<file path="config.mk">
export PLATFORM = sky130hd
export DESIGN_NAME = mult_wide_sched
export DESIGN_NICKNAME = d
export VERILOG_FILES = /design/src/rtl/mult_wide_sched_pkg.sv /design/src/rtl/mult_wide_sched_rr_arbiter.sv /design/src/rtl/mult_wide_sched.sv
export SDC_FILE = /design/constraint.sdc
export NUM_CORES = 1
export LEC_CHECK = 0
export ABC_AREA = 1
export CAP_MARGIN = 20
export CORE_AREA = 2 2 300 302
export CTS_BUF_LIST = sky130_fd_sc_hd__clkbuf_8
export CTS_CLUSTER_DIAMETER = 60
export DETAILED_ROUTE_END_ITERATION = 7
export DIE_AREA = 0 0 302 304
export MAX_ROUTING_LAYER = met4
export SYNTH_ARGS = -nofsm -noshare
export SYNTH_HDL_FRONTEND = slang
export SYNTH_SLANG_ARGS = --single-unit
</file>
<file path="constraint.sdc">
create_clock -name CLK -period 4.3 [get_ports CLK]
set_input_delay 0.43 -clock CLK [delete_from_list [all_inputs] [get_ports CLK]]
set_output_delay 0.43 -clock CLK [all_outputs]
set_load 0.01 [all_outputs]
</file>
<file path="src/rtl/mult_wide_sched_pkg.sv">
// Shared widths and payload types for the mult_wide_sched slice.
// Provides the DSP operand bundle (op_t) and the result tag (tag_t).
package mult_wide_sched_pkg;

    localparam int unsigned LANE_W   = 9;
    localparam int unsigned LANES    = 4;
    localparam int unsigned A_W      = 36;
    localparam int unsigned B_W      = 36;
    localparam int unsigned C_W      = 54;
    localparam int unsigned Z_W      = 54;
    localparam int unsigned ADDSUB_W = 4;
    // Wide enough for the largest supported requester count (8).
    localparam int unsigned TAG_ID_W = 3;

    // One operand set as presented to the DSP pins.
    typedef struct packed {
        logic [A_W-1:0]      a;
        logic [B_W-1:0]      b;
        logic [C_W-1:0]      c;
        logic [ADDSUB_W-1:0] addsub;
        logic                signd;
    } op_t;

    // Result tag travelling alongside the DSP pipeline.
    typedef struct packed {
        logic                valid;
        logic [TAG_ID_W-1:0] id;
    } tag_t;

endpackage

</file>
<file path="src/rtl/mult_wide_sched_rr_arbiter.sv">
// Round-robin arbiter: one-hot grant among NREQ requests, searching from the
// priority pointer upward with wrap; the pointer moves past each winner.
// Ports: CLK, RST (async active-high), req (request vector),
//        gnt (one-hot grant, combinational), gnt_id (index of winner),
//        gnt_any (a grant is made this cycle).
module rr_arbiter #(
    parameter int unsigned NREQ = 4
) (
    input  logic                     CLK,
    input  logic                     RST,
    input  logic [NREQ-1:0]          req,
    output logic [NREQ-1:0]          gnt,
    output logic [$clog2(NREQ)-1:0]  gnt_id,
    output logic                     gnt_any
);

    localparam int unsigned ID_W = $clog2(NREQ);

    logic [ID_W-1:0] ptr_q;
    logic [ID_W-1:0] ptr_nxt;

    // Rotating priority search: first requester at ptr, ptr+1, ... mod NREQ.
    always_comb begin
        int unsigned     sum;
        logic [ID_W-1:0] idx;
        gnt     = '0;
        gnt_id  = '0;
        gnt_any = 1'b0;
        sum     = 0;
        idx     = '0;
        for (int unsigned k = 0; k < NREQ; k++) begin
            sum = 32'(ptr_q) + k;
            if (sum >= NREQ) begin
                sum = sum - NREQ;
            end
            idx = ID_W'(sum);
            if (!gnt_any && req[idx]) begin
                gnt_any  = 1'b1;
                gnt_id   = idx;
                gnt[idx] = 1'b1;
            end
        end
    end

    // Pointer moves to the requester just after the winner; holds when idle.
    always_comb begin
        ptr_nxt = ptr_q;
        if (gnt_any) begin
            if (32'(gnt_id) == NREQ - 1) begin
                ptr_nxt = '0;
            end else begin
                ptr_nxt = gnt_id + ID_W'(1);
            end
        end
    end

    always_ff @(posedge CLK or posedge RST) begin
        if (RST) begin
            ptr_q <= '0;
        end else begin
            ptr_q <= ptr_nxt;
        end
    end

endmodule

</file>
<file path="src/rtl/mult_wide_sched.sv">
// Shares one MULTADDSUB9X9WIDE sum-of-products DSP among NREQ requesters.
// One operand set is issued per cycle by round-robin arbitration; a tag
// pipeline matched to the DSP latency labels each Z result with its requester.
// Optional build macro MULT_WIDE_SCHED_INREG_EN: registers the DSP operand
// pins in fabric (adds one cycle of latency); otherwise pins are driven
// straight from the grant mux.
// Ports:
//   CLK, RST                 clock, async active-high reset
//   REQ_VALID/REQ_READY      per-requester handshake (READY combinational)
//   REQ_A/B/C/ADDSUB/SIGNED  per-requester operand sets, flattened
//   DSP_A/B/C/ADDSUB/SIGNED  to the DSP operand pins
//   DSP_Z                    from the DSP output register
//   RES_VALID/RES_ID/RES_Z   tagged result stream (no backpressure)
module mult_wide_sched
    import mult_wide_sched_pkg::*;
#(
    parameter int unsigned NREQ    = 4,
    parameter int unsigned DSP_LAT = 1
) (
    input  logic                      CLK,
    input  logic                      RST,
    input  logic [NREQ-1:0]           REQ_VALID,
    output logic [NREQ-1:0]           REQ_READY,
    input  logic [NREQ*A_W-1:0]       REQ_A,
    input  logic [NREQ*B_W-1:0]       REQ_B,
    input  logic [NREQ*C_W-1:0]       REQ_C,
    input  logic [NREQ*ADDSUB_W-1:0]  REQ_ADDSUB,
    input  logic [NREQ-1:0]           REQ_SIGNED,
    output logic [A_W-1:0]            DSP_A,
    output logic [B_W-1:0]            DSP_B,
    output logic [C_W-1:0]            DSP_C,
    output logic [ADDSUB_W-1:0]       DSP_ADDSUB,
    output logic                      DSP_SIGNED,
    input  logic [Z_W-1:0]            DSP_Z,
    output logic                      RES_VALID,
    output logic [$clog2(NREQ)-1:0]   RES_ID,
    output logic [Z_W-1:0]            RES_Z
);

    localparam int unsigned ID_W = $clog2(NREQ);
`ifdef MULT_WIDE_SCHED_INREG_EN
    localparam int unsigned IN_STG = 1;
`else
    localparam int unsigned IN_STG = 0;
`endif
    localparam int unsigned LAT = DSP_LAT + IN_STG;

    logic [NREQ-1:0] gnt;
    logic [ID_W-1:0] gnt_id;
    logic            gnt_any;
    op_t             op_mux;
    op_t             op_out;
    tag_t            tag_in;
    tag_t            tag_q [LAT];
    logic            unused_tag_id;

    rr_arbiter #(
        .NREQ (NREQ)
    ) u_arb (
        .CLK     (CLK),
        .RST     (RST),
        .req     (REQ_VALID),
        .gnt     (gnt),
        .gnt_id  (gnt_id),
        .gnt_any (gnt_any)
    );

    assign REQ_READY = gnt;

    // Operand select; an idle cycle leaves every pin at zero.
    always_comb begin
        op_mux = '0;
        for (int unsigned i = 0; i < NREQ; i++) begin
            if (gnt[i]) begin
                op_mux.a      = REQ_A[i*A_W +: A_W];
                op_mux.b      = REQ_B[i*B_W +: B_W];
                op_mux.c      = REQ_C[i*C_W +: C_W];
                op_mux.addsub = REQ_ADDSUB[i*ADDSUB_W +: ADDSUB_W];
                op_mux.signd  = REQ_SIGNED[i];
            end
        end
    end

`ifdef MULT_WIDE_SCHED_INREG_EN
    // Fabric operand stage; reloads every cycle so idle cycles zero it.
    op_t op_q;
    always_ff @(posedge CLK or posedge RST) begin
        if (RST) begin
            op_q <= '0;
        end else begin
            op_q <= op_mux;
        end
    end
    assign op_out = op_q;
`else
    assign op_out = op_mux;
`endif

    assign DSP_A      = op_out.a;
    assign DSP_B      = op_out.b;
    assign DSP_C      = op_out.c;
    assign DSP_ADDSUB = op_out.addsub;
    assign DSP_SIGNED = op_out.signd;

    assign tag_in = '{valid: gnt_any, id: TAG_ID_W'(gnt_id)};

    // Tag shift register, one entry per cycle, depth equal to total latency.
    always_ff @(posedge CLK or posedge RST) begin
        if (RST) begin
            for (int unsigned s = 0; s < LAT; s++) begin
                tag_q[s] <= '0;
            end
        end else begin
            tag_q[0] <= tag_in;
            for (int unsigned s = 1; s < LAT; s++) begin
                tag_q[s] <= tag_q[s-1];
            end
        end
    end

    assign RES_VALID = tag_q[LAT-1].valid;
    assign RES_ID    = tag_q[LAT-1].id[ID_W-1:0];
    assign RES_Z     = DSP_Z;

    // Upper id bits are spare when NREQ is below the tag's capacity.
    assign unused_tag_id = ^tag_q[LAT-1].id;

endmodule

</file>
==> summary.md <==
| Metric | Value |
|---|---|
| Clock power frac | 0.005 |
| Net Sw Frac | 0.557 |
| Max VDD drop | ~760 uV |
| Total vias in the final route | 11.5k |
| TritonCTS clock tree | yes |
| Setup ws final | 0.0561 ns |
| Max frequency | 236 MHz |
| Global-route wire length before repair | 78300 um |
| Layout cell share with drive strength beyond 1 | 0.0368 |
| Fin. Hold Viols | 0 |
| Combinational share of power | 0.989 |
| RSZ-0062 raised after global routing | true |
| Area Overhead vs Synth | 112% |
| Core Area | 89000 um^2 |
| #FFs+latches synth | 5 |
| Pleak | roughly 0.0076 uW |
| Starting Density | 0.0786 |
| Area leader, netlist | nand2_1 |
| Synth Warn # | 0 |
| Endpoint type of the worst setup path | output port |
| Critical Path Most Common Cell | inv_1 |
| Final setup vio count | 0 |
| Fraction of the mapped netlist area in simple logic gates | 0.321 |
| Hold buffers post-CTS | 0 |
| R2r endpoint | u_arb.ptr_q[1] |
| DRC viols | 0 |
| Crit path required time | 3.87 ns |
| CTS max path bufs | 2 |
| Worst Setup Path Type | flip-flop to output port |
| Bufs and invs on worst path | 5 |
| Place WS | 0.151 ns |
| Worst EP arrival | 3.81 ns |
| CTS resizes | 2 |
| CP peak stage delay | 0.59 ns |
| Mapped cell area | 7000 um^2 |
| Int Pwr | 8100 uW |
| Gr usage total | 0.123 |
| Syn_nets | 2145 |
| Min-Delay Path Class | input port to async pin |
| Worst slew pin tran | 0.508 ns |
| Cells along the critical path | inv_1, ha_1, inv_1, nand3_1, nand2_1, nor2_2, a21boi_2, nand3_4, buf_16, buf_6, a21oi_1, a21oi_2, clkdlybuf4s50_1 |
| DIE AREA | 91800 um^2 |
| Cells after DPL | about 3.3k |
| Vias in the first global route | about 11k |
| Clock root buffer | clkbuf_8 |
| Register share of total power | 0.006 |
| Crit Path Max Fanout | 73 |
| Flop-to-flop setup slack | around 1.8 ns |
| Final layout net count | 2710 |
| NetSw | ~10000 uW |
| TritonCTS Buffers | 3 |
| Final GP Congestion | 0.934 |
| Largest family of logic cells by synthesized area | buffers and inverters |
| Max transition margin | 0.661 |
| Reg clk slew, reported paths | 0.04 ns |
| Slew Limit Fails | 0 |
| Antenna violations before repair | 22 |
| Die width | 302 um |
| Clock latency on the worst-skew pair | 0.23 ns |
| Commonest non-fill, non-tap cells in the layout | 662 x clkdlybuf4s50_1, 556 x nand2_1, 392 x inv_1 |
| Worst reg2reg startpoint | u_arb.ptr_q[1] |
| Row cnt | 110 |
| Mapped Cells | 1553 |
| Crit path max-delay cell type | clkdlybuf4s50_1 |
| Num ports | 776 |
| 1st-pass router iterations | 5 |
| CP Launch Type | flip-flop |
| Tcrit/Tclk final | 0.987 |
| Die H | about 300 um |
| Drt total wl | just under 60000 um |
| Delay-heaviest family, CP | buffers and inverters |
| Max Cap Viol | 0 |
| Port Buffers | 667 |
| Syn_area_per_cell | 4.51 um^2 |
| Area contributors post-synth | nand2_1 30%, a21oi_1 28%, inv_1 21% |
| Commonest non-fill, non-tap cell in the layout | clkdlybuf4s50_1 |
| Clock skew | 0.000643 ns |
| CTS H-Tree Depth | 1 |
| Sequential share of the synthesized area | 0.0179 |
| Via density | around 3.5 |
| Post-DP HPWL | 50400 um |
| Status | completed |
| Grt total ovfl | 0 |
| Post-synth cell types | 28 |
| Tmin final | 4.24 ns |
| DRT iter0 DRCs | 759 |
| Post-synthesis xor/xnor area fraction | 0 |
| Yosys top cell area share | 0.298 |
| Largest net degree at the start of global routing | 76 |
| DRT antenna net count | 0 |
| Worst reg-to-reg path cell count | 13 |
| Post-Synth Adder-Cell Area | 0.0143 |
| Mux cell area share after synthesis | 0 |
| Power per cell area | 1230 nW/um^2 |
| WL per Instance | 17.7 um |
| Final Non-Filler Cells | 3305 |
| Fin Setup TNS | 0 ns |
| Post-synthesis compound-gate area fraction | 0.290 |
| Total clock sinks | 5 |
| Post-CTS setup buffer count | 0 |
-- how the worst max path moves through the flow --
stage	from	end	cells after the start
4_1_cts	u_arb.ptr_q[0]	DSP_B[17]	13
3_3_place_gp	u_arb.ptr_q[0]	DSP_B[17]	13
6_report	u_arb.ptr_q[1]	DSP_B[17]	13
2_1_floorplan	u_arb.ptr_q[0]	DSP_A[0]	14
3_5_place_dp	u_arb.ptr_q[0]	DSP_B[17]	13
5_1_grt	u_arb.ptr_q[1]	DSP_C[38]	15
-- final cells by class --
type	count	area, um^2
flip-flops and latches	5	126
diodes	12	30.0
multi-input cells	988	4440
repair buffers	714	7210
inverters	406	1530
clock buffers	3	41.3
clock inverters	1	5.00
well taps	1176	1470
fillers	10300	74200
-- power groups by stage --
stage	clock [uW]	combinational, uW	sequential, uW
4_1_cts	93.7	18400	103
3_5_place_dp	0	18300	103
2_1_floorplan	0	8890	107
6_report	91.8	18100	106
3_3_place_gp	0	18400	103
5_1_grt	101	19800	110
-- Yosys cell counts --
cell	count
dfrtp_1	5
nand2_1	556
buf_1	1
buf_6	11
nand3b_1	1
nand3_2	5
inv_1	392
nor2_2	1
o21ai_0	2
a22oi_1	1
buf_2	72
nand2_2	2
nand4_1	3
a21boi_0	1
buf_4	58
o2111ai_1	1
o31ai_1	1
clkinv_1	11
nor2_1	2
nor2_4	2
inv_2	3
nand2_4	1
a21oi_2	1
clkbuf_1	12
nand3_1	5
a21boi_1	2
a21oi_1	393
ha_1	8
-- cells by family (layout without fill, tap and decap cells) --
group	after synthesis	after routing
simple gates	578	578
buf+inv	560	1124
compound gates	402	402
fa+ha+maj	8	8
flops	5	5
other cells	0	12
-- per-layer routing --
| metal | up-vias | global-route usage | part of all wire |
|---|---|---|---|
| met2 | 614 | 0.208 | 0.47 |
| met1 | 5160 | 0.141 | 0.41 |
| met3 | 66 | 0.0349 | 0.095 |
| met4 | 0 | 0.0299 | 0.025 |
| li1 | 5693 | - | - |
| met5 | - | - | 0 |
-- sequential cells by signal (all words and copies together) (netlist names) --
name / cells
RES_ID: 2
RES_VALID: 1
u_arb.ptr_q: 2
-- stage by stage --
step | area (um^2) | hold WS, ns | utilization | power [uW]
2_1_floorplan | 7000 | 0.209 | - | 9000
3_3_place_gp | 14700 | 0.662 | 0.165 | 18500
3_5_place_dp | 14700 | 0.671 | 0.165 | 18400
4_1_cts | 14800 | 0.432 | 0.166 | 18600
5_1_grt | 14900 | 0.449 | 0.167 | 20000
6_report | 14900 | 0.434 | 0.167 | 18300
(Power assumes the default switching activity.)
